### src/rtl/iob_axis_packer_pkg.sv
// rtl/iob_axis_packer_pkg.sv - shared defaults, close-cause type and lane width helper for iob_axis_packer
package iob_axis_packer_pkg;

  localparam int DEF_IN_W      = 8;
  localparam int DEF_OUT_W     = 32;
  localparam int DEF_TIMEOUT_W = 16;

  // Why the word in the pack buffer is being closed this cycle
  typedef enum logic [1:0] {
    CLOSE_NONE,
    CLOSE_FULL,
    CLOSE_LAST,
    CLOSE_FLUSH
  } close_e;

  // Lane counter width; kept at least one bit so RATIO==1 still has a legal vector
  function automatic int lane_w(input int ratio);
    return (ratio > 1) ? $clog2(ratio) : 1;
  endfunction

endpackage

### src/rtl/iob_axis_packer_timer.sv
// rtl/iob_axis_packer_timer.sv - idle counter that flushes a partial word after timeout_i idle cycles
module iob_axis_packer_timer #(
  parameter int TIMEOUT_W = 16
) (
  input  logic                 clk_i,
  input  logic                 arst_n_i,
  input  logic                 cke_i,
  input  logic                 rst_i,
  input  logic                 run_i,
  input  logic [TIMEOUT_W-1:0] timeout_i,
  output logic                 expire_o
);

  logic [TIMEOUT_W-1:0] cnt_q;
  logic [TIMEOUT_W-1:0] cnt_d;

  // The edge that would make the count equal timeout_i is the flush edge
  assign expire_o = run_i && (timeout_i != '0) && (cnt_q == timeout_i - 1'b1);
  assign cnt_d    = run_i ? cnt_q + 1'b1 : '0;

  // Idle cycle counter; any cycle that is not idle-with-partial-word restarts it
  always_ff @(posedge clk_i or negedge arst_n_i) begin
    if (!arst_n_i) begin
      cnt_q <= '0;
    end else if (cke_i) begin
      if (rst_i) cnt_q <= '0;
      else       cnt_q <= cnt_d;
    end
  end

endmodule

### src/rtl/iob_reg_e.sv
// rtl/iob_reg_e.sv - enabled register with async active-low reset, clock enable and sync clear
module iob_reg_e #(
  parameter int DATA_W = 1
) (
  input  logic              clk_i,
  input  logic              arst_n_i,
  input  logic              cke_i,
  input  logic              rst_i,
  input  logic              en_i,
  input  logic [DATA_W-1:0] data_i,
  output logic [DATA_W-1:0] data_o
);

  logic [DATA_W-1:0] data_q;

  // Capture data_i when enabled; sync clear and clock enable gate every update
  always_ff @(posedge clk_i or negedge arst_n_i) begin
    if (!arst_n_i) begin
      data_q <= '0;
    end else if (cke_i) begin
      if (rst_i) begin
        data_q <= '0;
      end else if (en_i) begin
        data_q <= data_i;
      end
    end
  end

  assign data_o = data_q;

endmodule

### src/rtl/iob_axis_packer.sv
// rtl/iob_axis_packer.sv - packs IN_W-bit AXIS beats into OUT_W-bit words; IOB_AXIS_PACKER_TIMEOUT_EN adds idle flush
module iob_axis_packer
  import iob_axis_packer_pkg::*;
#(
  parameter int IN_W  = DEF_IN_W,
  parameter int OUT_W = DEF_OUT_W
`ifdef IOB_AXIS_PACKER_TIMEOUT_EN
  , parameter int TIMEOUT_W = DEF_TIMEOUT_W
`endif
) (
  input  logic                   clk_i,
  input  logic                   arst_n_i,
  input  logic                   cke_i,
  input  logic                   rst_i,
  input  logic [IN_W-1:0]        in_tdata_i,
  input  logic                   in_tvalid_i,
  output logic                   in_tready_o,
  input  logic                   in_tlast_i,
  output logic [OUT_W-1:0]       out_tdata_o,
  output logic [OUT_W/IN_W-1:0]  out_tkeep_o,
  output logic                   out_tvalid_o,
  input  logic                   out_tready_i,
  output logic                   out_tlast_o,
  output logic [31:0]            word_cnt_o
`ifdef IOB_AXIS_PACKER_TIMEOUT_EN
  , input logic [TIMEOUT_W-1:0]  timeout_i
`endif
);

  localparam int RATIO  = OUT_W / IN_W;
  localparam int LANE_W = lane_w(RATIO);
  localparam int OREG_W = OUT_W + RATIO + 2;

  if (OUT_W % IN_W != 0) begin : g_ratio_chk
    $error("iob_axis_packer: OUT_W must be an integer multiple of IN_W");
  end

  logic [OUT_W-1:0]  pack_data_q, pack_data_d;
  logic [RATIO-1:0]  pack_keep_q, pack_keep_d;
  logic [LANE_W-1:0] lane_q, lane_d;
  logic              closed_q, closed_d;
  logic              pack_last_q, pack_last_d;
  logic [31:0]       word_cnt_q, word_cnt_d;

  logic              accept, out_free, flush, idle_run, load, oreg_en;
  close_e            cause;
  logic [OUT_W-1:0]  beat_data, word_data, ld_data;
  logic [RATIO-1:0]  beat_keep, word_keep, ld_keep;
  logic              word_last, ld_last;
  logic [OREG_W-1:0] oreg_d, oreg_q;

  assign accept    = in_tvalid_i & ~closed_q;
  assign out_free  = ~out_tvalid_o | out_tready_i;
  assign beat_data = pack_data_q | (OUT_W'(in_tdata_i) << (lane_q * IN_W));
  assign beat_keep = pack_keep_q | (RATIO'(1) << lane_q);
  assign idle_run  = (lane_q != '0) & ~closed_q & ~accept;

`ifdef IOB_AXIS_PACKER_TIMEOUT_EN
  iob_axis_packer_timer #(
    .TIMEOUT_W(TIMEOUT_W)
  ) u_timer (
    .clk_i    (clk_i),
    .arst_n_i (arst_n_i),
    .cke_i    (cke_i),
    .rst_i    (rst_i),
    .run_i    (idle_run),
    .timeout_i(timeout_i),
    .expire_o (flush)
  );
`else
  assign flush = 1'b0;
`endif

  // Classify the close event; an accepted beat always beats a timeout flush
  always_comb begin
    cause = CLOSE_NONE;
    if (accept && in_tlast_i)                         cause = CLOSE_LAST;
    else if (accept && (lane_q == LANE_W'(RATIO - 1))) cause = CLOSE_FULL;
    else if (flush && idle_run)                        cause = CLOSE_FLUSH;
    word_data = (cause == CLOSE_FLUSH) ? pack_data_q : beat_data;
    word_keep = (cause == CLOSE_FLUSH) ? pack_keep_q : beat_keep;
    word_last = (cause == CLOSE_LAST);
  end

  // Pack buffer next state and hand-off of closed words into the output register
  always_comb begin
    pack_data_d = pack_data_q;
    pack_keep_d = pack_keep_q;
    lane_d      = lane_q;
    closed_d    = closed_q;
    pack_last_d = pack_last_q;
    load        = 1'b0;
    ld_data     = word_data;
    ld_keep     = word_keep;
    ld_last     = word_last;
    if (closed_q) begin
      if (out_free) begin
        load        = 1'b1;
        ld_data     = pack_data_q;
        ld_keep     = pack_keep_q;
        ld_last     = pack_last_q;
        pack_data_d = '0;
        pack_keep_d = '0;
        pack_last_d = 1'b0;
        closed_d    = 1'b0;
      end
    end else if (cause != CLOSE_NONE) begin
      lane_d = '0;
      if (out_free) begin
        load        = 1'b1;
        pack_data_d = '0;
        pack_keep_d = '0;
      end else begin
        pack_data_d = word_data;
        pack_keep_d = word_keep;
        pack_last_d = word_last;
        closed_d    = 1'b1;
      end
    end else if (accept) begin
      pack_data_d = beat_data;
      pack_keep_d = beat_keep;
      lane_d      = lane_q + LANE_W'(1);
    end
  end

  assign word_cnt_d = word_cnt_q + {31'd0, out_tvalid_o & out_tready_i};

  // Pack buffer and word counter registers
  always_ff @(posedge clk_i or negedge arst_n_i) begin
    if (!arst_n_i) begin
      pack_data_q <= '0;
      pack_keep_q <= '0;
      lane_q      <= '0;
      closed_q    <= 1'b0;
      pack_last_q <= 1'b0;
      word_cnt_q  <= '0;
    end else if (cke_i) begin
      if (rst_i) begin
        pack_data_q <= '0;
        pack_keep_q <= '0;
        lane_q      <= '0;
        closed_q    <= 1'b0;
        pack_last_q <= 1'b0;
        word_cnt_q  <= '0;
      end else begin
        pack_data_q <= pack_data_d;
        pack_keep_q <= pack_keep_d;
        lane_q      <= lane_d;
        closed_q    <= closed_d;
        pack_last_q <= pack_last_d;
        word_cnt_q  <= word_cnt_d;
      end
    end
  end

  // Output register updates on a new word or when the held word is taken
  assign oreg_en = load | (out_tvalid_o & out_tready_i);
  assign oreg_d  = load ? {ld_data, ld_keep, ld_last, 1'b1}
                        : {out_tdata_o, out_tkeep_o, out_tlast_o, 1'b0};

  iob_reg_e #(
    .DATA_W(OREG_W)
  ) u_out_reg (
    .clk_i   (clk_i),
    .arst_n_i(arst_n_i),
    .cke_i   (cke_i),
    .rst_i   (rst_i),
    .en_i    (oreg_en),
    .data_i  (oreg_d),
    .data_o  (oreg_q)
  );

  assign {out_tdata_o, out_tkeep_o, out_tlast_o, out_tvalid_o} = oreg_q;
  assign in_tready_o = ~closed_q;
  assign word_cnt_o  = word_cnt_q;

endmodule

### config.mk
export PLATFORM = sky130hd
export DESIGN_NAME = iob_axis_packer
export DESIGN_NICKNAME = d
export VERILOG_FILES = /design/src/rtl/iob_axis_packer_pkg.sv /design/src/rtl/iob_axis_packer_timer.sv /design/src/rtl/iob_reg_e.sv /design/src/rtl/iob_axis_packer.sv
export SDC_FILE = /design/constraint.sdc
export NUM_CORES = 1
export LEC_CHECK = 0
export ABC_CLOCK_PERIOD_IN_PS = 1800
export CAP_MARGIN = 0
export CORE_MARGIN = 4
export CORE_UTILIZATION = 35
export DETAILED_ROUTE_END_ITERATION = 10
export PLACE_DENSITY = 0.6
export SYNTH_ARGS = -nofsm -noshare
export SYNTH_HDL_FRONTEND = slang
export SYNTH_SLANG_ARGS = --single-unit
### constraint.sdc
create_clock -name clk_i -period 1.8 [get_ports clk_i]
set_input_delay 0.36 -clock clk_i [delete_from_list [all_inputs] [get_ports clk_i]]
set_output_delay 0.36 -clock clk_i [all_outputs]
set_load 0.01 [all_outputs]
==> results of run 1 <==
==> through the flow <==
stage                     cells  hold slack [ns]  area (sq um)
after global placement      761            0.382          6440
final                       792         -0.00959          7190
after detailed placement    761            0.392          6440
after global routing        792           0.0297          7190
after floorplan             485           0.0644          5140
after CTS                   778           0.0110          6760
==> logic make-up after synthesis <==
kind of cell | count (synthesis) | synth area share [%]
buffers and inverters | 47 | 4.69
XOR/XNOR | 16 | 2.76
multiplexers | 4 | 0.815
AND/OR/NAND/NOR | 155 | 16.7
flip-flops | 110 | 54.3
adder cells (fa/ha/maj) | 6 | 1.48
AO/OA/AOI/OAI | 147 | 19.2
==> sequential cells by signal, indices dropped and copies added (netlist names) <==
register,flops
u_out_reg.data_o,38
word_cnt_o,32
closed_q,1
pack_data_q,32
pack_keep_q,4
lane_q,2
pack_last_q,1
==> cell type report <==
cell class,count,area [sq um]
fillers,1224,6850
flip-flops and latches,110,2760
multi-input cells,328,2350
repair buffers,143,1490
clock buffers,12,267
well taps,180,225
inverters,15,56.3
clock inverters,4,36.3
==> worst min-delay path by stage <==
stage / start / to / slack [ns] / depth (start not counted)
floorplan: arst_n_i / closed_q$_DFFE_PN0P_ / 0.06 / 0
global placement: arst_n_i / word_cnt_o[31]$_DFFE_PN0P_ / 0.38 / 1
detailed placement: arst_n_i / word_cnt_o[31]$_DFFE_PN0P_ / 0.39 / 1
CTS: arst_n_i / word_cnt_o[31]$_DFFE_PN0P_ / 0.01 / 1
global route: arst_n_i / word_cnt_o[31]$_DFFE_PN0P_ / 0.03 / 1
finish: arst_n_i / word_cnt_o[31]$_DFFE_PN0P_ / -0.01 / 1
==> metal layers <==
| metal | share of wire (%) | vias up |
|---|---|---|
| li1 | - | 2002 |
| met1 | 47 | 2188 |
| met2 | 47 | 134 |
| met3 | 4.9 | 14 |
| met4 | 1.5 | 0 |
| met5 | 0 | - |
==> report_power, final <==
| group | total, mW | switching, mW | internal (mW) |
|---|---|---|---|
| Combinational | 0.964 | 0.503 | 0.460 |
| Sequential | 2.74 | 0.131 | 2.61 |
| Clock | 2.04 | 0.961 | 1.07 |
==> critical path, delay by kind of cell (launching register included) <==
family	cells	cell delay (ns)
AO/OA/AOI/OAI	2	0.60
buffers and inverters	3	0.48
flip-flops	1	0.37
AND/OR/NAND/NOR	3	0.30
==> cells in the final DEF (no fill, tap or decap), types with 7 or more instances in the layout <==
master,Yosys,final
a21oi_1,49,46
a31oi_1,33,17
a31oi_2,0,12
and2_1,8,7
buf_12,0,7
buf_4,7,43
clkbuf_16,0,15
clkdlybuf4s50_1,0,81
dfrtp_1,110,103
dfrtp_2,0,7
inv_1,15,15
nand2_1,14,14
nand3_1,15,15
nor2_1,67,66
o21ai_0,9,9
o2bb2ai_1,37,37
xor2_1,11,11
==> repair_timing <==
item,CTS,global route
setup endpoints to repair,82,93
cloned,0,7
buffers inserted,1,7
pin swaps,3,8
gates resized for setup,7,38
==> impl_metrics.env, run 1 <==
export IMPL_finalHoldViolCount=2
export IMPL_worst_r2r_setup_slack_ns=-0.05
export IMPL_cts_sinks=110
export IMPL_ys_warn_count=0
export IMPL_portBuffers=85
export IMPL_grt_total_usage_pct=16.7
export IMPL_reg2reg_to="pack_data_q[31]$_DFFE_PN0P_"
export IMPL_start_util_pct=36.1
export IMPL_finClkSkew_ns=0.00347
export IMPL_post_dp_hpwl_microns=9110
export IMPL_root_buffer="clkbuf_16"
export IMPL_yosys_area_top_type="dfrtp_1"
export IMPL_cp_arrival_ns=2.10
export IMPL_avgViaCountPerCell=5.48
export IMPL_die_w_microns=128
export IMPL_ir_drop_uv=634
export IMPL_p_leak_nw=3.08
export IMPL_place_gp_congestion=0.799
export IMPL_netlist_instances=485
export IMPL_rsz0062_at_grt="yes"
export IMPL_yosysSeqAreaShare_pct=54.3
export IMPL_cts_tree="done"
export IMPL_worstPathMaxFanout=9
export IMPL_num_rows=43
export IMPL_num_nets_final=628
export IMPL_synth_area_leaders="dfrtp_1 (54%), o2bb2ai_1 (6.4%), nor2_1 (5.0%), a21oi_1 (4.8%), a31oi_1 (4.1%)"
export IMPL_fmax_mhz=539
export IMPL_grt_max_degree=42
export IMPL_ys_flop_type="dfrtp_1"
export IMPL_power_total_mw=5.74
export IMPL_power_density_mw_per_mm2=798
export IMPL_syn_area_sq_mm=0.00507
export IMPL_synthArstFlopShare_pct=100
export IMPL_grt_use_met1_pct=23.9
export IMPL_clock_path_buffers=2
export IMPL_synth_edf_count=0
export IMPL_ys_types=51
export IMPL_slowest_delay_ns=0.42
export IMPL_end_kind="flop"
export IMPL_cp_slowest_cell="o31a_4"
export IMPL_final_core_util_pct=51.2
export IMPL_hold_path_class="input pin to asynchronous set/reset pin"
export IMPL_path_cells="buf_4 > and2b_2 > nor2_4 > buf_4 > o31a_4 > clkbuf_16 > a31oi_1 > nor2_1"
export IMPL_cts_buffers=9
export IMPL_drtIter0Drc=328
export IMPL_die_h_microns=128
export IMPL_ant_nets=0
export IMPL_finalMaxSlewViolations=0
export IMPL_design_core_area_sq_mm=0.0140
export IMPL_postLayoutSetupSlackWorst_ns=-0.0543
export IMPL_overflow=0
export IMPL_period_share_pct=103
export IMPL_dieArea_sq_mm=0.0165
export IMPL_drive_above_1_share_pct=21.4
export IMPL_min_period_ns=1.85
export IMPL_met2_usage_pct=26.0
export IMPL_post_place_ws_ns=-0.630
export IMPL_antenna_cells=0
export IMPL_insertion_delay_ns=0.35
export IMPL_netlist_area_leader_share_pct=54.3
export IMPL_synth_most_common_cell="dfrtp_1"
export IMPL_critical_path_required_ns=2.04
export IMPL_outcome="complete, but fails checks"
export IMPL_syn_area_per_cell_sq_um=10.5
export IMPL_setup_violations=22
export IMPL_cp_common_cell="buf_4"
export IMPL_violations="hold timing, setup timing"
export IMPL_global_route_usage_met3_pct=2.66
export IMPL_synth_common_cells="dfrtp_1 (110), nor2_1 (67), a21oi_1 (49)"
export IMPL_fin_hold_ws_ns=-0.00959
export IMPL_vias=4338
export IMPL_cap_violations=0
export IMPL_syn_to_final_growth_pct=41.8
export IMPL_ys_seq_elements=110
export IMPL_worst_slew_pin_slew_ns=0.865
export IMPL_routed_wl_microns=14400
export IMPL_hold_buffers=0
export IMPL_antenna_found_initial=0
export IMPL_io_pins=86
export IMPL_gr_max_usage_layer="met2"
export IMPL_critPathLaunch="u_out_reg.data_o[0]$_DFFE_PN0P_"
export IMPL_synth_net_count=506
export IMPL_reg2reg_depth=8
export IMPL_relSlewSlack_pct=42.1
export IMPL_worstSetupPathType="flop to flop"
export IMPL_grt_pass1_wl_microns=22000
export IMPL_clkTransAtPathRegs_ns=0.08
export IMPL_r2r_start="u_out_reg.data_o[0]$_DFFE_PN0P_"
export IMPL_first_pass_iters=5
export IMPL_drc_errors=0
export IMPL_crit_path_start_kind="flop"
export IMPL_route_detailed_wl_per_inst_microns=18.2
export IMPL_cp_endpoint="pack_data_q[31]$_DFFE_PN0P_"
export IMPL_grt_pass1_vias=4177
export IMPL_h_tree_depth=3
export IMPL_finalSetupTns_ns=-0.551
No activity file was read; power rests on OpenSTA's default activity.
==> run 2: changes to the inputs <==
Settings changed: CORE_UTILIZATION 35 to 44, PLACE_DENSITY 0.6 to 0.72.
==> run 2 against run 1 <==
  * The flow finishes with violations (setup timing)
  * Total power shrank 1.3%
  * Setup slack gained 0.034 ns
  * Clock-buffer cell count shrank 3
==> impl_metrics.env, run 2 (synthesis gave the netlist of run 1 again) <==
export IMPL_outcome="complete, but fails checks"
export IMPL_violations="setup timing"
export IMPL_final_cell_mix="dfrtp_1 (106), clkdlybuf4s50_1 (83), nor2_1 (66)"
export IMPL_final_core_util_pct=62.6
export IMPL_root_buffer="clkbuf_16"
export IMPL_largest_reg_flops=38
export IMPL_fmax_mhz=549
export IMPL_final_common_cell="dfrtp_1"
export IMPL_netSwitchingPower_mw=1.63
export IMPL_end_kind="primary output"
export IMPL_overflow=0
export IMPL_path_buf_inv=1
export IMPL_multi_input_area_sq_mm=0.00224
export IMPL_avgViaCountPerCell=5.84
export IMPL_cp_slowest_cell="clkdlybuf4s50_1"
export IMPL_hold_end="u_out_reg.data_o[21]$_DFFE_PN0P_"
export IMPL_fin_hold_ws_ns=0.491
export IMPL_postLayoutSetupSlackWorst_ns=-0.0207
export IMPL_drtIter0Drc=397
export IMPL_worstSetupPathType="flop to primary output"
export IMPL_worstPathMaxFanout=7
export IMPL_num_nets_final=622
export IMPL_clkTransAtPathRegs_ns=0.08
export IMPL_min_period_ns=1.82
export IMPL_first_pass_iters=5
export IMPL_min_from="u_out_reg.data_o[21]$_DFFE_PN0P_"
export IMPL_crit_path_start_kind="flop"
export IMPL_cts_sinks=110
export IMPL_clock_path_buffers=2
export IMPL_grt_pass1_vias=4291
export IMPL_path_cells="clkdlybuf4s50_1"
export IMPL_syn_to_final_growth_pct=36.8
export IMPL_slowest_delay_ns=0.60
export IMPL_p_leak_nw=2.98
export IMPL_nFillCells=901
export IMPL_reg2reg_to="word_cnt_o[16]$_DFFE_PN0P_"
export IMPL_routed_wl_microns=14000
export IMPL_critical_path_required_ns=1.44
export IMPL_cts_tree="done"
export IMPL_design_core_area_sq_mm=0.0111
export IMPL_antenna_found_initial=0
export IMPL_finClkSkew_ns=0.0142
export IMPL_vias=4353
export IMPL_finalMaxSlewViolations=0
export IMPL_num_rows=38
export IMPL_setup_violations=2
export IMPL_rsz0062_at_grt="yes"
export IMPL_worst_r2r_setup_slack_ns=0
export IMPL_hold_depth=1
export IMPL_cap_violations=0
export IMPL_p_comb_share_pct=16.2
export IMPL_power_density_mw_per_mm2=816
export IMPL_grt_total_usage_pct=20.6
export IMPL_die_w_microns=115
export IMPL_dieArea_sq_mm=0.0133
export IMPL_io_pins=86
export IMPL_ir_drop_uv=525
export IMPL_post_dp_hpwl_microns=9100
export IMPL_ant_nets=0
export IMPL_grt_max_degree=38
export IMPL_finalHoldViolCount=0
export IMPL_place_gp_congestion=0.882
export IMPL_period_share_pct=101
export IMPL_start_util_pct=45.8
export IMPL_worst_slew_pin_slew_ns=0.597
export IMPL_antenna_cells=0
export IMPL_r2r_start="u_out_reg.data_o[0]$_DFFE_PN0P_"
export IMPL_relSlewSlack_pct=60.0
export IMPL_route_detailed_wl_per_inst_microns=18.8
export IMPL_reg2reg_depth=8
export IMPL_insertion_delay_ns=0.36
export IMPL_power_share_sequential_pct=48.1
export IMPL_grt_pass1_wl_microns=21900
export IMPL_fin_area_sq_mm=0.00693
export IMPL_place_area_sq_mm=0.00637
export IMPL_register_area_sq_mm=0.00276
export IMPL_p_int_mw=4.03
export IMPL_p_sw_share_pct=28.9
export IMPL_crit_family="buffers and inverters"
export IMPL_cp_arrival_ns=1.46
export IMPL_hold_path_class="flop to flop"
export IMPL_die_h_microns=115
export IMPL_drive_above_1_share_pct=18.5
export IMPL_clkPwrFrac_pct=35.7
export IMPL_portBuffers=85
export IMPL_cts_buffers=9
export IMPL_h_tree_depth=3
export IMPL_drc_errors=0
export IMPL_power_total_mw=5.66
run 2: worst max-delay path by stage:
| stage | startpoint | endpoint | slack [ns] | cells after the start |
|---|---|---|---|---|
| after floorplan | lane_q[0]$_DFFE_PN0P_ | pack_data_q[10]$_DFFE_PN0P_ | -0.01 | 8 |
| after global placement | out_tready_i | u_out_reg.data_o[21]$_DFFE_PN0P_ | -0.55 | 7 |
| after detailed placement | out_tready_i | u_out_reg.data_o[21]$_DFFE_PN0P_ | -0.56 | 7 |
| after CTS | u_out_reg.data_o[0]$_DFFE_PN0P_ | word_cnt_o[12]$_DFFE_PN0P_ | -0.04 | 7 |
| after global routing | u_out_reg.data_o[0]$_DFFE_PN0P_ | word_cnt_o[20]$_DFFE_PN0P_ | -0.08 | 8 |
| final | word_cnt_o[23]$_DFFE_PN0P_ | word_cnt_o[23] | -0.02 | 1 |
run 2: layer usage:
| metal | part of all wire, % | up-vias | GRT usage [%] |
|---|---|---|---|
| met2 | 49 | 138 | 33.5 |
| met3 | 5.1 | 24 | 3.47 |
| met4 | 1.8 | 0 | 6.42 |
| met5 | 0 | - | 0 |
| li1 | - | 1998 | - |
| met1 | 44 | 2193 | 28.5 |
run 2: area by class of cell:
cell class | instances | area share [%]
clock buffers | 9 | 3.25
clock inverters | 7 | 1.21
inverters | 15 | 0.812
multi-input cells | 328 | 32.3
flip-flops and latches | 110 | 39.8
well taps | 140 | 2.53
repair buffers | 137 | 20.1
run 2: metrics by stage:
stage | worst slack (ns) | std cells | TNS [ns]
CTS | -0.0389 | 740 | -0.0389
global route | -0.0771 | 746 | -0.451
finish | -0.0207 | 746 | -0.0245
floorplan | -0.0146 | 485 | -0.444
detailed placement | -0.560 | 719 | -41.90
global placement | -0.547 | 719 | -40.88
run 2: timing repair:
action | in CTS | in global routing
setup buffers | 4 | 3
hold buffers | 1 | 0
pin swaps | 6 | 10
cloned | 0 | 3
resized for setup | 10 | 22
endpoints found under the hold margin | 4 | 0
setup endpoints to repair | 92 | 92
run 2: power by group through the flow:
stage	Combinational, mW	Sequential (mW)	Clock (mW)
finish	0.920	2.72	2.02
global route	0.994	2.74	2.14
CTS	0.874	2.71	2.05
detailed placement	0.847	2.76	0
global placement	0.823	2.76	0
floorplan	0.384	2.78	0
==> RTL change 1 (config.mk and constraints of run 2) <==
Reset style: synchronous (`arst_n_i`), changed in 2 clocked blocks. Comments in the files are not updated.
--- a/src/rtl/iob_reg_e.sv
+++ b/src/rtl/iob_reg_e.sv
@@ -14,7 +14,7 @@
   logic [DATA_W-1:0] data_q;
 
   // Capture data_i when enabled; sync clear and clock enable gate every update
-  always_ff @(posedge clk_i or negedge arst_n_i) begin
+  always_ff @(posedge clk_i) begin
     if (!arst_n_i) begin
       data_q <= '0;
     end else if (cke_i) begin
--- a/src/rtl/iob_axis_packer.sv
+++ b/src/rtl/iob_axis_packer.sv
@@ -126,7 +126,7 @@
   assign word_cnt_d = word_cnt_q + {31'd0, out_tvalid_o & out_tready_i};
 
   // Pack buffer and word counter registers
-  always_ff @(posedge clk_i or negedge arst_n_i) begin
+  always_ff @(posedge clk_i) begin
     if (!arst_n_i) begin
       pack_data_q <= '0;
       pack_keep_q <= '0;
Behaviour: differs if arst_n_i is asserted again (counterexample within 4 cycles, from zero or initial values and one cycle with arst_n_i low); with arst_n_i held inactive, the same outputs for 4 cycles.
==> RTL change 1 against run 2 <==
The run still ends with setup timing left. Cell area is 5.1% higher. Sequential cell count stayed put. Worst setup slack got worse by 0.22 ns. Register-to-register slack worse by 0.24 ns. Wire length increased by 13%. Via count increased by 18%. Sequential share of layout area down 9.5 points. Count of clock-buffer cells in the layout rose by 3. First-iteration DRC count fell by 5.8%. Area after synthesis is 0.27% higher. Critical endpoint is now word_cnt_o[23]. Largest cell class is now multi-input combinational cells.
Power is not compared: it rests on default switching activity, and its combinational part moved more than twofold at a synthesized area within 25%.
==> RTL change 1: results (changes against run 2) <==
| Metric | Value |
|---|---|
| Worst Hold Path Cells | 2 (+1) |
| Synth top area cells | dfxtp_1 (43%), mux2i_1 (8.7%), a41oi_1 (5.5%) |
| Slowest CP cell | or4_4 |
| Post-Syn Nets | 598 (+18%) |
| Max Clock Skew | 0.01223 ns (-0.001998 ns) |
| Total track usage | 23.00% (+2.4 points) |
| Vias/cell | 5.987 (+2.6%) |
| WL per Instance | 18.54 um (-1.2%) |
| Fillers | 898 (-0.33%) |
| Post-DP HPWL | 10390 um (+14%) |
| Non-CTS buffers | 175 (+28%) |
| Setup slack at placement | -0.9180 ns (-0.3576 ns) |
| Cell variety after synth | 49 (-3.9%) |
| Cells after Synth | 577 (+19%) |
| R2R cell count | 7 (-1) |
| CP peak stage delay | 0.51 ns (-0.09 ns) |
| Largest delay share family, worst path | simple AND/OR/NAND/NOR gates |
| Status | finished, violations left |
| CP arrival | 2.32 ns (+0.86 ns) |
| Finish-stage setup viols | 16 (+14) |
| Setup WS post-layout | -0.2374 ns (-0.2167 ns) |
| Seq/total area | 30.32% (-9.5 points) |
| Final net count | 734 (+18%) |
| Worst slew pin tran | 0.6111 ns (+0.01449 ns) |
| Largest net degree at the start of global routing | 42 (+11%) |
| Placed cell count | 830 (+15%) |
| Post-synth top cells | dfxtp_1 (110), nand2_1 (58), mux2i_1 (44), o21ai_0 (44), nor3_1 (40) |
| Failing checks | setup timing |
| Multiplexer share of the synthesized area | 8.666% (+7.9 points) |
| Logic inverters | 19 (+4) |
| Synth Area in Compound Gates | 21.27% (+2.1 points) |
| Hold Worst Slack | 0.4631 ns (-0.02835 ns) |
| Multi-input gate share of total cell area | 39.27% (+7.0 points) |
| Sequential share of the synthesized area | 43.33% (-11 points) |
| Hold path startpoint | u_out_reg.data_o[33] |
## RTL change 1: cell count changes after synthesis, moves of 34 or more
cell       delta
o21ai_0      +35
nor3_1       +34
dfxtp_1     +110
nor2_1       -44
mux2i_1      +41
dfrtp_1     -110
o2bb2ai_1    -37
nand2_1      +44
## RTL change 1: cells by family after synthesis
logic type	Yosys count
simple gates	181
compound gates	157
flops	110
buf+inv	69
mux	44
xor+xnor	10
fa+ha+maj	6
## RTL change 1: metal layers
metal  GRT usage, %  routed length, um  up-vias  part of all wire [%]
li1               -                  -     2413                     -
met1          29.01               6565     2466                    41
met2          38.19               7765      208                    49
met3          5.587               1079       44                   6.8
met4          8.685                480        0                   3.0
met5              0                  0        -                     0
## RTL change 1: what timing repair did
item	CTS	global route
gates cloned	0	1
resized for setup	30	27
pin swaps	19	5
buffers inserted	5	9
endpoints found under the hold margin	0	0
endpoints found under the setup margin	21	34
==> RTL change 2 (settings of run 2) <==
Without the edit above. Set the package constant `DEF_OUT_W` to 48 (it was 32).
--- a/src/rtl/iob_axis_packer_pkg.sv
+++ b/src/rtl/iob_axis_packer_pkg.sv
@@ -2,7 +2,7 @@
 package iob_axis_packer_pkg;
 
   localparam int DEF_IN_W      = 8;
-  localparam int DEF_OUT_W     = 32;
+  localparam int DEF_OUT_W     = 48;
   localparam int DEF_TIMEOUT_W = 16;
 
   // Why the word in the pack buffer is being closed this cycle
Interface: changed (resized out_tdata_o and out_tkeep_o); port bits go from 86 to 104. No check against the original RTL was run, so the function may have changed too.
==> RTL change 2 against run 2 <==
The run still ends with setup timing left. Wire length grew 46%. Total power grew 44%. Global-route usage grew 2.4 points. Cell area grew 41%. Hold slack lost 0.20 ns. Fmax grew 0.96%. Sequential share of layout area shrank 2.1 points. Area after synthesis grew 36%. Sequential cell count grew 37. Worst setup slack gained 0.017 ns.
==> RTL change 2: results (changes against run 2) <==
| Metric | Value |
|---|---|
| Status | finished, violations left |
| Failing checks | setup timing |
| Num CTS Buffers | 17 (+8) |
| CTS clk-pin slew, worst paths | 0.06 ns (-0.02 ns) |
| Largest delay share family, worst path | simple AND/OR/NAND/NOR gates |
| Vias/cell | 5.842 (+0.11%) |
| WL per Instance | 19.45 um (+3.6%) |
| I/O Buffers | 103 (+21%) |
| Largest register FFs | 56 (+47%) |
| Worst Hold Path Cells | 3 (+2) |
| Sequential share of the synthesized area | 53.29% (-1.0 points) |
| Crit Path Max Fanout | 11 (+4) |
| Share of cells above drive strength 1 | 27.72% (+9.2 points) |
| Met2 GRT Util | 39.25% (+5.8 points) |
| Hold WC Path Type | in -> reg |
| Post-CTS setup buffer count | 6 (+2) |
| Slowest CP cell | or4_1 |
| CP endpoint | word_cnt_o[29] |
| DR vias | 6122 (+41%) |
| Post-Syn Nets | 673 (+33%) |
| Post-synth top cells | dfrtp_1 (147), nor2_1 (86), a21oi_1 (72), o2bb2ai_1 (42), a41oi_1 (36) |
| CP peak stage delay | 0.51 ns (-0.09 ns) |
| Routed wl met3 | 1215 um (+69%) |
| Syn avg cell area | 10.60 sq um (+1.5%) |
| Later-pin clock latency in the skew report | 0.43 ns (+0.07 ns) |
| Leakage | 4.228 nW (+42%) |
| Synth top area cells | dfrtp_1 (53%), o2bb2ai_1 (5.3%), a21oi_1 (5.2%) |
| R2R cell count | 5 (-3) |
| Setup WS post-layout | -0.003448 ns (+0.01726 ns) |
| CTS resizes | 21 (+11) |
| GP Congestion | 0.8706 (-1.3%) |
| Max Clock Skew | 0.006172 ns (-0.008057 ns) |
| TNS Setup | -0.003448 ns (+0.02103 ns) |
| Post-DP HPWL | 13790 um (+51%) |
| CP arrival | 2.15 ns (+0.69 ns) |
| Initial DRC Count | 530 (+34%) |
| Finish-stage setup viols | 1 (-1) |
| Largest net degree at the start of global routing | 56 (+47%) |
| DR WL met2 | 10200 um (+49%) |
| Vias in the first global route | 6244 (+46%) |
| Grt met1 use | 28.99% (+0.53 points) |
[RTL change 2: where the power goes]
group / total [W] / switching, W / internal, W
registers: 0.00347 / 0.0000728 / 0.00340
clock network: 0.00376 / 0.00142 / 0.00235
logic: 0.000941 / 0.000553 / 0.000387
[RTL change 2: cell families after synthesis]
logic type | synth area share (%)
xor gates and xnor gates | 1.142
buffers and inverters | 5.075
adders and majority gates | 1.269
muxes | 0.3081
AOI/OAI and AO/OA | 25.29
DFF | 53.29
and+or+nand+nor | 13.63
[RTL change 2: worst min path at each step]
| stage | from | end | slack [ns] |
|---|---|---|---|
| global placement | arst_n_i | word_cnt_o[6] | 0.23 |
| CTS | cke_i | word_cnt_o[1] | 0.28 |
| global route | cke_i | word_cnt_o[1] | 0.34 |
| finish | cke_i | word_cnt_o[1] | 0.29 |
| floorplan | arst_n_i | closed_q | 0.06 |
| detailed placement | arst_n_i | word_cnt_o[6] | 0.23 |
[RTL change 2: layout make-up]
| type | instances | area [sq um] |
|---|---|---|
| clock buffer | 18 | 439.2 |
| clock inverter | 13 | 183.9 |
| fill | 1136 | 5482 |
| inverter | 11 | 41.29 |
| multi-input combinational | 435 | 3197 |
| sequential | 147 | 3687 |
| tap | 211 | 264.0 |
| timing repair buffer | 213 | 1964 |
[RTL change 2: stage by stage]
stage          worst slack [ns]  hold WS (ns)  util, %  total power [W]
2_1_floorplan          -0.07676       0.06441        -         0.003984
3_3_place_gp            -0.5215        0.2284    58.08         0.004418
3_5_place_dp            -0.5747        0.2257    58.08         0.004445
4_1_cts               -0.002045        0.2783    62.60         0.008194
5_1_grt                -0.07110        0.3411    64.08         0.008460
6_report              -0.003448        0.2876    64.08         0.008173
